## src/rtl/seven_seg_scan_decoder.sv

```systemverilog
// seven_seg_scan_decoder
//   Receive side of a multiplexed 7-segment scan. Each stable dwell of
//   {an_in, seg_in} is sampled once, after it has been steady for
//   SETTLE_CYCLES cycles. The segment pattern is decoded back to a hex nibble,
//   and the nibbles are assembled into a 32-bit word. A frame completes once
//   all eight digits have been seen. A clean frame updates `number` and pulses
//   `valid`; a frame containing a bad sample pulses `err` instead.
module seven_seg_scan_decoder #(
  parameter int unsigned SETTLE_CYCLES = 4
) (
  input  logic        clk,
  input  logic        rst,
  input  logic        clr,
  input  logic [7:0]  an_in,
  input  logic [6:0]  seg_in,
  output logic [31:0] number,
  output logic        valid,
  output logic        err
);

  localparam int unsigned CW = (SETTLE_CYCLES < 1) ? 1 : $clog2(SETTLE_CYCLES + 1);
  localparam logic [CW-1:0] SETTLE_C = CW'(SETTLE_CYCLES);
  localparam logic [CW-1:0] ONE_C    = CW'(1);

  // Previous-cycle inputs and dwell tracking
  logic [7:0]    an_q;
  logic [6:0]    seg_q;
  logic [CW-1:0] cnt_q, cnt_d;
  logic          same;
  logic          sample;

  // Frame assembly state
  logic [7:0]    seen_q, seen_d;
  logic [31:0]   shadow_q, shadow_d;
  logic          bad_q, bad_d;

  // Outputs
  logic [31:0]   number_q, number_d;
  logic          valid_q, valid_d;
  logic          err_q, err_d;

  // Anode decode
  logic [7:0]    an_act;
  logic          an_none;
  logic          an_multi;
  logic [2:0]    dig_idx;

  // Segment decode
  logic [4:0]    dec;

  // Maps an active-low {g,f,e,d,c,b,a} pattern to {ok, nibble}.
  function automatic logic [4:0] decode_seg(input logic [6:0] seg_n);
    logic [6:0] s;
    s = ~seg_n;
    case (s)
      7'h3F:   decode_seg = {1'b1, 4'h0};
      7'h06:   decode_seg = {1'b1, 4'h1};
      7'h5B:   decode_seg = {1'b1, 4'h2};
      7'h4F:   decode_seg = {1'b1, 4'h3};
      7'h66:   decode_seg = {1'b1, 4'h4};
      7'h6D:   decode_seg = {1'b1, 4'h5};
      7'h7D:   decode_seg = {1'b1, 4'h6};
      7'h07:   decode_seg = {1'b1, 4'h7};
      7'h7F:   decode_seg = {1'b1, 4'h8};
      7'h6F:   decode_seg = {1'b1, 4'h9};
      7'h77:   decode_seg = {1'b1, 4'hA};
      7'h7C:   decode_seg = {1'b1, 4'hB};
      7'h39:   decode_seg = {1'b1, 4'hC};
      7'h5E:   decode_seg = {1'b1, 4'hD};
      7'h79:   decode_seg = {1'b1, 4'hE};
      7'h71:   decode_seg = {1'b1, 4'hF};
      default: decode_seg = 5'b0_0000;
    endcase
  endfunction

  // Dwell counter: counts the closed cycles of the current dwell and asserts
  // `sample` exactly on the edge that closes the SETTLE_CYCLES-th cycle.
  always_comb begin
    cnt_d  = cnt_q;
    sample = 1'b0;
    same   = (an_in == an_q) && (seg_in == seg_q);
    if (!same) begin
      cnt_d  = ONE_C;
      sample = (SETTLE_C == ONE_C);
    end else if (cnt_q != SETTLE_C) begin
      cnt_d  = cnt_q + ONE_C;
      sample = (cnt_d == SETTLE_C);
    end
  end

  // Anode classification: blank, exactly one digit (with its index), or several.
  always_comb begin
    an_act   = ~an_in;
    an_none  = (an_act == '0);
    an_multi = ((an_act & (an_act - 8'd1)) != '0);
    dig_idx  = '0;
    for (int unsigned i = 0; i < 8; i++) begin
      if (an_act[i]) dig_idx = 3'(i);
    end
    dec = decode_seg(seg_in);
  end

  // Frame assembly and completion; completion is judged on the next-state
  // seen/bad so the last digit's own sample counts. clr overrides everything.
  always_comb begin
    seen_d   = seen_q;
    shadow_d = shadow_q;
    bad_d    = bad_q;
    number_d = number_q;
    valid_d  = 1'b0;
    err_d    = 1'b0;
    if (clr) begin
      seen_d = '0;
      bad_d  = 1'b0;
    end else if (sample && !an_none) begin
      if (an_multi) begin
        bad_d = 1'b1;
      end else begin
        seen_d[dig_idx] = 1'b1;
        if (dec[4]) shadow_d[4*dig_idx +: 4] = dec[3:0];
        else        bad_d = 1'b1;
      end
      if (seen_d == 8'hFF) begin
        if (bad_d) begin
          err_d = 1'b1;
        end else begin
          number_d = shadow_d;
          valid_d  = 1'b1;
        end
        seen_d = '0;
        bad_d  = 1'b0;
      end
    end
  end

  // State registers with asynchronous reset.
  always_ff @(posedge clk or posedge rst) begin
    if (rst) begin
      an_q     <= 8'hFF;
      seg_q    <= 7'h7F;
      cnt_q    <= '0;
      seen_q   <= '0;
      shadow_q <= '0;
      bad_q    <= 1'b0;
      number_q <= '0;
      valid_q  <= 1'b0;
      err_q    <= 1'b0;
    end else begin
      an_q     <= an_in;
      seg_q    <= seg_in;
      cnt_q    <= cnt_d;
      seen_q   <= seen_d;
      shadow_q <= shadow_d;
      bad_q    <= bad_d;
      number_q <= number_d;
      valid_q  <= valid_d;
      err_q    <= err_d;
    end
  end

  assign number = number_q;
  assign valid  = valid_q;
  assign err    = err_q;

endmodule

```

## config.mk

```make
export PLATFORM = sky130hd
export DESIGN_NAME = seven_seg_scan_decoder
export DESIGN_NICKNAME = d
export VERILOG_FILES = /design/src/rtl/seven_seg_scan_decoder.sv
export SDC_FILE = /design/constraint.sdc
export NUM_CORES = 1
export LEC_CHECK = 0
export ABC_AREA = 0
export CORE_MARGIN = 2
export CORE_UTILIZATION = 29
export DETAILED_ROUTE_END_ITERATION = 8
export GPL_TIMING_DRIVEN = 0
export PLACE_DENSITY_LB_ADDON = 0.25
export SETUP_SLACK_MARGIN = 0.02
export SLEW_MARGIN = 15
export SYNTH_ARGS = -nofsm -noshare
export SYNTH_HDL_FRONTEND = slang
export SYNTH_SLANG_ARGS = --single-unit
```

## constraint.sdc

```tcl
create_clock -name clk -period 3.8 [get_ports clk]
set_input_delay 0.76 -clock clk [delete_from_list [all_inputs] [get_ports clk]]
set_output_delay 0.76 -clock clk [all_outputs]
set_load 0.005 [all_outputs]
```

Yosys cells after proc, flatten, opt, wreduce, memory -nomap -nowiden
Index checks and enable logic that the tools add are counted.
W data, S select, Z words.
Storage, ports and cells
  input port bits: 18
  output and inout bits: 34
  register bits: 93
  logic and storage cells: 91
Cells by class
  shift operators: 2
  bitwise gates (word level): 6
  multiplexer cells: 38
  order comparisons: 2
  reduce and logical (&&, ||, !) cells: 9
  equality and inequality tests: 22
  add/sub/neg operators: 3
Operators with widths (number)
  $eq A7 B7 Y1 const B: 12
  $pmux W5 S16: 1
  $mux W32: 2
  $mux W8: 6
  $neg A5 Y34: 1
  $shift A4 B34 Y32 const A: 1
  $shiftx A4 B34 Y32: 1
  $bwmux W32: 1
  $mux W3: 8
  $mux W1: 19
  $eq A7 B3 Y1 const B: 2
  $eq A7 B6 Y1 const B: 2
  $and A8 B8 Y8: 1
  $eq A8 B8 Y1: 1
  $eq A8 B8 Y1 const B: 1
  $logic_not A8 Y1: 1
  $not A8 Y8: 1
  $or A8 B8 Y8: 1
  $reduce_bool A8 Y1: 1
  $sub A8 B1 Y8 const B: 1
  $eq A7 B7 Y1: 1
  $not A7 Y7: 1
  $lt A3 B4 Y1 const B: 1
  $reduce_and A4 Y1: 1
  11 further kinds: 14

Logic depth before layout (Yosys ltp)
Gate-level depths: netlist of the first run.
  depth in word-level cells: 20
  depth in mapped cells: 13
  mapped depth without buffers: 11

Least setup slack after synthesis of the first run
OpenSTA, ideal clock, no wires.
  path kind: input port to flip-flop
  start: in an_in[7]
  end: reg number_q[16], in the netlist number[16]
  path slack: 0.404 ns
  stages: 9
  buffers on the path: 2
  arrival time: 3.271 ns
  data required time: 3.675 ns
  setup time: 0.125 ns
  cells stage by stage: buf_2 > nand3_1 > maj3_1 > or4_1 > a311oi_2 > and4b_1 > buf_2 > mux2_1 > mux2_4
On the way
  cells in the longest elaborated chain, start to end: 12
  elaborated cells between the ends (all ways): 32
  classes of those cells: add/sub (2); order compare (2); eq/ne (2); shift (2); mux (13); bitwise (4); reduce/logical (7)
RTL lines
  start, declared: line 14  | input logic [7:0] an_in,
  $not A8 Y8: line 93  | an_act = ~an_in;
  $mux W3: line 98  | if (an_act[i]) dig_idx = 3'(i);
  $lt A3 B4 Y1 (implied by the code) / $ge A3 B1 Y1 (equally long branches): line 119  | seen_d[dig_idx] = 1'b1;
  $logic_and A1 B1 Y1 (implied by the code): line 119
  $mux W1 (implied by the code): line 119
  $demux W1 S3: line 119
  $or A8 B8 Y8 (no source line)
  $mux W8: line 116  | if (an_multi) begin
  $mux W8: line 115  | end else if (sample && !an_none) begin
  $mux W8: line 112  | if (clr) begin
  $eq A8 B8 Y1: line 123  | if (seen_d == 8'hFF) begin
  $reduce_and A4 Y1 (no source line)
  end signal, assigned: line 155  | number_q <= number_d;
  end, declared: line 38  | logic [31:0] number_q, number_d;
Parallel ways exist; a longest one is shown, timed or not. The select of a mux whose other input is x is not followed.
A chain may end at the register's enable or synchronous reset.

Worst setup path after layout of the first run
  start: in seg_in[3]
  end: reg number_q[14], in the netlist number[14]
On the way
  cells in the longest elaborated chain, start to end: 9
  elaborated cells between the ends (all ways): 32
  classes of those cells: eq/ne (17); shift (1); mux (9); bitwise (2); reduce/logical (3)
RTL lines
  start, declared: line 15  | input logic [6:0] seg_in,
  $not A7 Y7: line 54  | s = ~seg_n;
  $eq A7 B7 Y1, or another cell as far along: line 55  | case (s)
  $pmux W5 S16: line 55
  $mux W1: line 120  | if (dec[4]) shadow_d[4*dig_idx +: 4] = dec[3:0];
  $mux W1: line 116
  $mux W1: line 115
  $mux W1: line 112
  $not A1 Y1 (no source line)
  $reduce_and A4 Y1 (no source line)
Parallel ways exist; a longest one is shown, timed or not. The select of a mux whose other input is x is not followed.

==> out/metrics.csv, run 1 <==
stage;metric;value;unit
outcome;status;finished clean;
cells_and_area;nNetsFinal;517;
global_route;grt_pass1_vias;3546;
global_route;grt_pass1_wl;18.3;mm
synth;synth-seq-cells;93;
timing;worst_slew_pin_slew;0.846;ns
worst_setup_path;reg2regPathDepth;9;
clock_tree;h-tree-depth;3;
timing;report.final.slew_viol_count;0;
placed_design;port_buffers;50;
cells_and_area;stdcell_area;6290;sq um
timing;setup_ws;0.113;ns
pwr;power_frac_seq;49.3;%
detailed_routing;ant_nets;0;
worst_setup_path;r2r_start;seg_q[2];
placed_design;dpl.hpwl;8.15;mm
synth;synth.top_cells.by_area;dfrtp_1, mux2_4, dfstp_2;
synth;synth_edf_count;0;
pwr;switching_power;0.505;mW
cells_and_area;antenna_cells;0;
worst_hold_path;hp-class;reg2reg;
synth;synth_top_cells_by_count;dfrtp_1, mux2_1, mux2_4, mux2_2, nand2_1;
synth;synth_area;5050;sq um
synth;syn_area_per_cell;11.9;sq um
die;dieArea;18500;sq um
global_route;grt_max_degree;62;
clock_tree;clock_sinks;93;
pwr;p_int;1.54;mW
clock_tree;cts_tree;built;
clock_tree;clk_pin_slew;0.06;ns
timing;whs;0.486;ns
run;maxCapViolations;0;
detailed_routing;firstDrtPassIters;4;
pwr;power_density;325;nW/um^2
timing;post-route-min-period;3.69;ns
die;start_util;29.4;%
die;row_count;48;
detailed_routing;drc_errors;0;
placed_design;place_ws;-0.787;ns
detailed_routing;drtIter0Drc;174;
timing;fin_crit_sh;97.0;%
synth;seq_area_frac_synth;46.4;%
clock_tree;cts_buffers;9;
timing;rsz0062_at_grt;true;
worst_setup_path;timing_worst_setup_path_type;in2reg;
die;die_h;136;um
pwr;pwr-share-comb;8.2;%
worst_setup_path;start_kind;input port;
worst_setup_path;worstSetupEndpointType;flip-flop;
timing;tns;0;ns
clock_tree;clk_path_buf_depth;2;
die;coreArea;17200;sq um
pwr;total_power;2.04;mW
clock_tree;cts-root-buf;clkbuf_16;
timing;max-slew-margin-rel;43.2;%
worst_setup_path;r2r_slack;0.98;ns
worst_setup_path;r2r-end;number[14];
synth;yosysWarningCount;0;
detailed_routing;via_per_inst;4.81;
global_route;grtUsageTotal;12.7;%
pwr;clkPwrFrac;42.5;%
worst_setup_path;critical_path_required;4.03;ns
synth;synth_most_common_cell;dfrtp_1;
detailed_routing;via_count;3466;
synth;synth.largest_area_cell;dfrtp_1;
global_route;antenna_found_initial;0;
synth;ys_types;65;
pwr;ir_worst_vdd;0.211;mV
timing;max_freq;0.271;GHz
timing;final_hold_viol_count;0;
detailed_routing;wirelength;11.2;mm
worst_setup_path;crit_start;seg_in[3];
worst_setup_path;cp-endpoint;number[14];
synth;synthesis.nets;451;
detailed_routing;routedWlPerCell;15.5;um
placed_design;place.gp.congestion;0.812;
pwr;power_switching_share;24.7;%
synth;yosys_most_used_dff;dfrtp_1;
synth;ys_async_sr_fraction;100;%
die;die_w;136;um
clock_tree;hold_buffers;0;
timing;clock_skew;0.0112;ns
die;io_pins;52;
pwr;p_leak;2.95;nW
worst_setup_path;cp.arrival;3.92;ns
synth;synth_cells;424;
worst_setup_path;worstPathMaxFanout;10;
timing;setup_violations;0;
cells_and_area;drive_above_1_share;26.3;%
synth;synth_top_cell_area_share;38.6;%
clock_tree;insertion_delay;0.35;ns
placed_design;placed_area;5870;sq um
cells_and_area;area_growth;24.4;%
global_route;grt.overflow.total;0;
[layout by cell type (no fill, tap or decap), drive strengths merged, types with 5 or more instances in the layout]
| cell | Yosys | final |
|---|---|---|
| nand2 | 24 | 24 |
| o21ai | 11 | 11 |
| clkdlybuf4s50 | 0 | 44 |
| a21oi | 7 | 7 |
| nor2b | 6 | 6 |
| nor2 | 19 | 19 |
| dlymetal6s2s | 0 | 6 |
| nand4 | 8 | 8 |
| xnor2 | 17 | 17 |
| dfstp | 15 | 15 |
| clkbuf | 3 | 16 |
| buf | 16 | 19 |
| nand3 | 9 | 9 |
| ha | 9 | 9 |
| nor3 | 15 | 15 |
| nand2b | 5 | 5 |
| mux2i | 6 | 6 |
| dfrtp | 78 | 78 |
| inv | 15 | 18 |
| mux2 | 88 | 88 |
| nor4 | 6 | 6 |
| and3 | 10 | 10 |
| and2 | 5 | 5 |
[critical path, stage by stage]
cell and delay, ns:
clkdlybuf4s50_1 0.50, buf_6 0.19, nor4b_2 0.30, a22oi_1 0.11, and3_1 0.22, buf_6 0.15, and3_4 0.16, or3b_4 0.38
or4_4 0.52, buf_6 0.15, buf_6 0.16, mux2_4 0.30
[cells by family (layout without fill, tap and decap cells)]
group | count (synthesis) | in the layout | synth area share (%)
compound gates | 50 | 50 | 7.03
xor+xnor | 18 | 18 | 3.12
fa+ha+maj | 10 | 10 | 2.43
buf+inv | 34 | 105 | 3.81
flops | 93 | 93 | 46.4
mux | 94 | 94 | 23.0
simple gates | 125 | 125 | 14.2
[power groups by stage]
stage	Sequential (mW)	Combinational (mW)	Clock [mW]
floorplan	1.03	0.0993	0
global placement	1.03	0.154	0
detailed placement	1.03	0.161	0
CTS	1.01	0.164	0.902
global route	1.01	0.186	0.948
finish	1.01	0.167	0.868
[metal layers]
metal / track usage, % / up-vias / share of wire (%)
met5: 0 / - / 0
met4: 4.34 / 0 / 1.4
met3: 3.73 / 11 / 4.0
met2: 20.3 / 63 / 48
met1: 16.6 / 1722 / 47
li1: - / 1670 / -
[layout make-up]
class                   count  area, sq um
inverters                  15         58.8
multi-input cells         297         2600
clock inverters             5         42.5
well taps                 225          282
clock buffers              11          243
plain buffers              19          144
flip-flops and latches     93         2350
repair buffers             55          573
fillers                  1723        10900
[stage by stage]
step	util [%]	std cells
CTS	36.1	718
global placement	34.0	699
floorplan	-	424
finish	36.6	720
detailed placement	34.2	700
global route	36.6	720
[timing repair]
action	4_1_cts	5_1_grt
cloned	0	0
setup endpoints to repair	48	62
setup buffers	2	2
gates resized for setup	5	23
pin swaps	1	1
[worst min-delay path by stage]
stage,to,depth (start not counted),startpoint,slack (ns)
finish,shadow_q[16],1,shadow_q[16],0.49
global route,shadow_q[17],1,shadow_q[17],0.51
CTS,shadow_q[16],1,shadow_q[16],0.49
detailed placement,shadow_q[16],1,shadow_q[16],0.47
global placement,shadow_q[17],1,shadow_q[17],0.46
floorplan,shadow_q[16],1,shadow_q[16],0.45
[state kept, by name, indices dropped and copies added, names as in the netlist]
| name | cells |
|---|---|
| seen_q | 8 |
| valid | 1 |
| number | 32 |
| bad_q | 1 |
| err | 1 |
| shadow_q | 32 |
| seg_q | 7 |
| an_q | 8 |
| cnt_q | 3 |
No activity file was read; power rests on OpenSTA's default activity.
==> run 2, diff against run 1 <==
- RECOVER_POWER: unset -> 100
- SETUP_SLACK_MARGIN: 0.02 -> 0.15
==> run 2 against run 1 <==
Compared with the run above:
- the run now ends with capacitance limit, slew limit left
- first-iteration DRC count down 8.0%
- sequential power barely moved
- die area unchanged
- global-route usage up 0.15 points
- critical endpoint is now number[13]
- worst hold slack about the same
==> out/metrics.csv, run 2 (synthesized netlist as in run 1, its figures left out) <==
stage;metric;value;unit
timing;post-route-min-period;3.61;ns
global_route;antenna_found_initial;0;
detailed_routing;via_count;3508;
detailed_routing;wirelength;11.4;mm
outcome;violations;capacitance limit, slew limit;
detailed_routing;ant_nets;0;
worst_setup_path;worstSetupEndpointType;flip-flop;
timing;clock_skew;0.0114;ns
placed_design;port_buffers;50;
placed_design;placed_area;5870;sq um
worst_setup_path;r2r_slack;0.97;ns
die;row_count;48;
global_route;grt_pass1_wl;18.5;mm
clock_tree;clock_sinks;93;
worst_setup_path;start_kind;input port;
detailed_routing;drc_errors;0;
placed_design;place.gp.congestion;0.812;
clock_tree;cts_buffers;9;
cells_and_area;layout_commonest_cell;dfrtp_1;
clock_tree;clk_pin_slew;0.06;ns
global_route;grt_max_degree;62;
placed_design;place_ws;-0.787;ns
worst_setup_path;timing_worst_setup_path_type;in2reg;
detailed_routing;via_per_inst;4.85;
die;io_pins;52;
die;die_h;136;um
timing;max-slew-margin-rel;-4.82;%
die;coreArea;17200;sq um
worst_hold_path;hp-class;reg2reg;
clock_tree;clk_path_buf_depth;2;
global_route;grt.overflow.total;0;
timing;report.final.slew_viol_count;33;
clock_tree;cts-root-buf;clkbuf_16;
worst_setup_path;cp.arrival;3.85;ns
worst_setup_path;cp-endpoint;number[13];
timing;tns;0;ns
clock_tree;cts_tree;built;
worst_setup_path;crit_start;seg_in[1];
cells_and_area;antenna_cells;0;
global_route;grtUsageTotal;12.9;%
pwr;total_power;2.05;mW
timing;final_hold_viol_count;0;
worst_setup_path;critical_path_required;4.04;ns
clock_tree;insertion_delay;0.36;ns
outcome;status;finished with violations;
timing;worst_slew_pin_slew;1.56;ns
cells_and_area;nNetsFinal;520;
cells_and_area;drive_above_1_share;26.5;%
detailed_routing;drtIter0Drc;160;
worst_setup_path;worstPathMaxFanout;10;
detailed_routing;routedWlPerCell;15.7;um
cells_and_area;layout_common_cells;dfrtp_1, dlygate4sd3_1, mux2_1;
pwr;ir_worst_vdd;0.214;mV
worst_setup_path;reg2regPathDepth;9;
timing;max_freq;0.277;GHz
cells_and_area;stdcell_area;6290;sq um
detailed_routing;firstDrtPassIters;4;
timing;setup_violations;0;
timing;whs;0.487;ns
placed_design;dpl.hpwl;8.15;mm
clock_tree;h-tree-depth;3;
run;maxCapViolations;1;
cells_and_area;area_growth;24.4;%
timing;rsz0062_at_grt;false;
die;die_w;136;um
worst_setup_path;r2r_start;seg_q[2];
timing;setup_ws;0.186;ns
global_route;grt_pass1_vias;3597;
worst_setup_path;r2r-end;number[13];
pwr;p_leak;3.00;nW
pwr;power_density;326;nW/um^2
die;dieArea;18500;sq um
die;start_util;29.4;%
timing;fin_crit_sh;95.1;%
## run 2: metrics by stage
step | instances | utilization (%)
2_1_floorplan | 424 | -
3_3_place_gp | 699 | 34.0
3_5_place_dp | 700 | 34.2
4_1_cts | 721 | 36.4
5_1_grt | 723 | 36.6
6_report | 723 | 36.6
## run 2: area by class of cell
type	count	area, sq um
clock buffer	11	243
buffer	19	155
multi-input combinational	297	2630
fill	1737	10900
sequential	93	2350
inverter	15	60.1
tap	225	282
timing repair buffer	58	527
clock inverter	5	42.5
## run 2: critical path, stage by stage
cell	delay (ns)
clkdlybuf4s50_1	0.51
buf_6	0.15
and3b_1	0.23
a22oi_1	0.10
and3_1	0.22
buf_6	0.15
and3_4	0.16
or3b_1	0.40
or4_1	0.53
buf_6	0.16
buf_6	0.16
mux2_1	0.31
## run 2: power by group
group	internal (mW)	leakage [nW]	switching [mW]
combinational	0.0612	1.63	0.110
clock	0.471	0.142	0.400
sequential	1.00	1.23	0.00333
## run 2: metal layers
layer / GRT usage, % / part of all wire (%) / vias to the layer above
li1: - / - / 1677
met3: 3.77 / 3.8 / 15
met4: 4.22 / 1.5 / 0
met2: 20.7 / 49 / 84
met5: 0 / 0 / -
met1: 16.7 / 46 / 1732
## run 2: worst min path at each step
stage | startpoint | end | slack [ns] | depth (start not counted)
after global placement | shadow_q[17] | shadow_q[17] | 0.46 | 1
after CTS | shadow_q[16] | shadow_q[16] | 0.49 | 1
after global routing | shadow_q[17] | shadow_q[17] | 0.51 | 1
after floorplan | shadow_q[16] | shadow_q[16] | 0.45 | 1
final | shadow_q[16] | shadow_q[16] | 0.49 | 1
after detailed placement | shadow_q[16] | shadow_q[16] | 0.47 | 1
## run 2: timing repair
item,in CTS,in global routing
endpoints found under the setup margin,63,64
gates resized for setup,16,37
hold buffers,0,0
pin swaps,2,1
buffers inserted,5,2
==> run 3, diff against run 2 <==
- PLACE_DENSITY: unset -> 0.5
- PLACE_DENSITY_LB_ADDON: 0.25 -> unset
==> run 3 against run 2 <==
Compared with the run above:
- the run ends with capacitance limit left
- worst setup slack worse by 0.056 ns
- power grew 3.9%
- flip-flop and latch count stayed put
- via count up 0.31%
- worst hold slack about the same
- critical path depth shrank 2
- wire length shrank 0.48%
- design area grew 0.16%
- critical path type unchanged
- largest cell class unchanged
- largest power group unchanged
==> out/metrics.csv, run 3 (synthesized netlist as in run 1, its figures left out) <==
stage;metric;value;unit
clock_tree;h-tree-depth;3;
placed_design;place.gp.congestion;0.831;
timing;whs;0.487;ns
detailed_routing;firstDrtPassIters;5;
global_route;grt.overflow.total;0;
pwr;power_density;338;nW/um^2
die;io_pins;52;
clock_tree;cts-root-buf;clkbuf_16;
timing;rsz0062_at_grt;true;
global_route;grtUsageTotal;12.8;%
cells_and_area;layout_common_cells;dfrtp_1, mux2_1, dlygate4sd3_1;
placed_design;placed_area;5870;sq um
clock_tree;clock_sinks;93;
cells_and_area;stdcell_area;6300;sq um
cells_and_area;antenna_cells;0;
die;dieArea;18500;sq um
detailed_routing;wirelength;11.3;mm
global_route;grt_pass1_vias;3590;
cells_and_area;final_cells;724;
pwr;power_switching_share;23.2;%
die;coreArea;17200;sq um
pwr;p_leak;3.01;nW
clock_tree;cts_tree;built;
worst_setup_path;start_kind;input port;
pwr;switching_power;0.493;mW
timing;setup_ws;0.130;ns
cells_and_area;layout_commonest_cell;dfrtp_1;
worst_setup_path;critical_path_required;4.03;ns
detailed_routing;routedWlPerCell;15.6;um
global_route;grt_max_degree;61;
pwr;ir_worst_vdd;0.208;mV
timing;report.final.slew_viol_count;0;
timing;final_hold_viol_count;0;
worst_setup_path;worstSetupEndpointType;flip-flop;
clock_tree;clk_pin_slew;0.07;ns
cells_and_area;fin_util;36.7;%
detailed_routing;drc_errors;0;
outcome;status;finished with violations;
detailed_routing;via_per_inst;4.86;
global_route;grt_pass1_wl;18.5;mm
timing;max-slew-margin-rel;0.121;%
placed_design;port_buffers;50;
detailed_routing;drtIter0Drc;223;
placed_design;place_ws;-0.830;ns
worst_setup_path;worstPathMaxFanout;10;
pwr;power_frac_seq;47.3;%
die;start_util;29.4;%
outcome;violations;capacitance limit;
timing;fin_crit_sh;96.6;%
timing;worst_slew_pin_slew;1.49;ns
clock_tree;insertion_delay;0.34;ns
global_route;antenna_found_initial;0;
die;die_w;136;um
cells_and_area;drive_above_1_share;27.1;%
worst_setup_path;cp.arrival;3.90;ns
clock_tree;clk_path_buf_depth;2;
worst_setup_path;timing_worst_setup_path_type;in2reg;
detailed_routing;via_count;3519;
pwr;total_power;2.13;mW
timing;setup_violations;0;
pwr;p_int;1.64;mW
worst_hold_path;hp-class;reg2reg;
pwr;pwr-share-comb;7.9;%
die;die_h;136;um
pwr;clkPwrFrac;44.8;%
cells_and_area;area_growth;24.6;%
placed_design;dpl.hpwl;8.14;mm
die;row_count;48;
detailed_routing;ant_nets;0;
cells_and_area;nNetsFinal;521;
timing;clock_skew;0.00719;ns
timing;tns;0;ns
clock_tree;cts_buffers;9;
timing;max_freq;0.273;GHz
timing;post-route-min-period;3.67;ns
placed_design;dp.cells;700;
run;maxCapViolations;1;
[run 3: cell types whose count changed in the layout (fill, tap and decap cells not counted), sizes merged]
cell / previous run / this run
clkinv: 2 / 3
clkinvlp: 1 / 3
bufinv: 0 / 2
dlygate4sd2: 3 / 5
inv: 17 / 14
dlygate4sd3: 36 / 37
clkbuf: 24 / 20
[run 3: timing repair]
action,in CTS,in global routing
pin swaps,3,2
resized for setup,18,28
setup endpoints to repair,63,42
hold endpoints to repair,0,0
hold buffers,0,0
gates cloned,0,0
setup buffers,4,4
[run 3: layout make-up]
type / instances / area, sq um
inverters: 15 / 57.6
plain buffers: 19 / 159
clock inverters: 7 / 90.1
multi-input cells: 297 / 2610
clock buffers: 9 / 225
repair buffers: 59 / 526
well taps: 225 / 282
fillers: 1714 / 10900
flip-flops and latches: 93 / 2350
[run 3: worst paths after layout]
kind	endpoint	start	cells past startpoint	slack, ns
worst min-delay path	number[23]	number[23]	1	0.49
worst max register to register	number[15]	seg_q[2]	9	0.98
max in group asynchronous	number[29]	rst	3	0.63
worst max-delay path	number[19]	an_in[6]	10	0.13
min in group asynchronous	number[11]	rst	2	1.22
worst min register to register	number[23]	number[23]	1	0.49
[run 3: critical path: stages]
cell           delay, ns
dlygate4sd3_1       0.54
clkbuf_4            0.22
nand2_1             0.11
a211o_1             0.34
or4_4               0.58
a311oi_4            0.28
and4b_1             0.25
buf_2               0.17
mux2_1              0.37
mux2_4              0.27
[run 3: power groups by stage]
stage	clock network [mW]	logic, mW	registers [mW]
global placement	0	0.155	1.03
detailed placement	0	0.162	1.03
finish	0.955	0.168	1.01
CTS	0.987	0.168	1.01
floorplan	0	0.0993	1.03
global route	1.04	0.187	1.01
[run 3: metal layers]
| metal | track usage [%] | share of wire [%] | vias up |
|---|---|---|---|
| met2 | 21.2 | 49 | 92 |
| met5 | 0 | 0 | - |
| li1 | - | - | 1682 |
| met3 | 2.35 | 3.6 | 13 |
| met1 | 16.8 | 46 | 1732 |
| met4 | 4.57 | 1.3 | 0 |
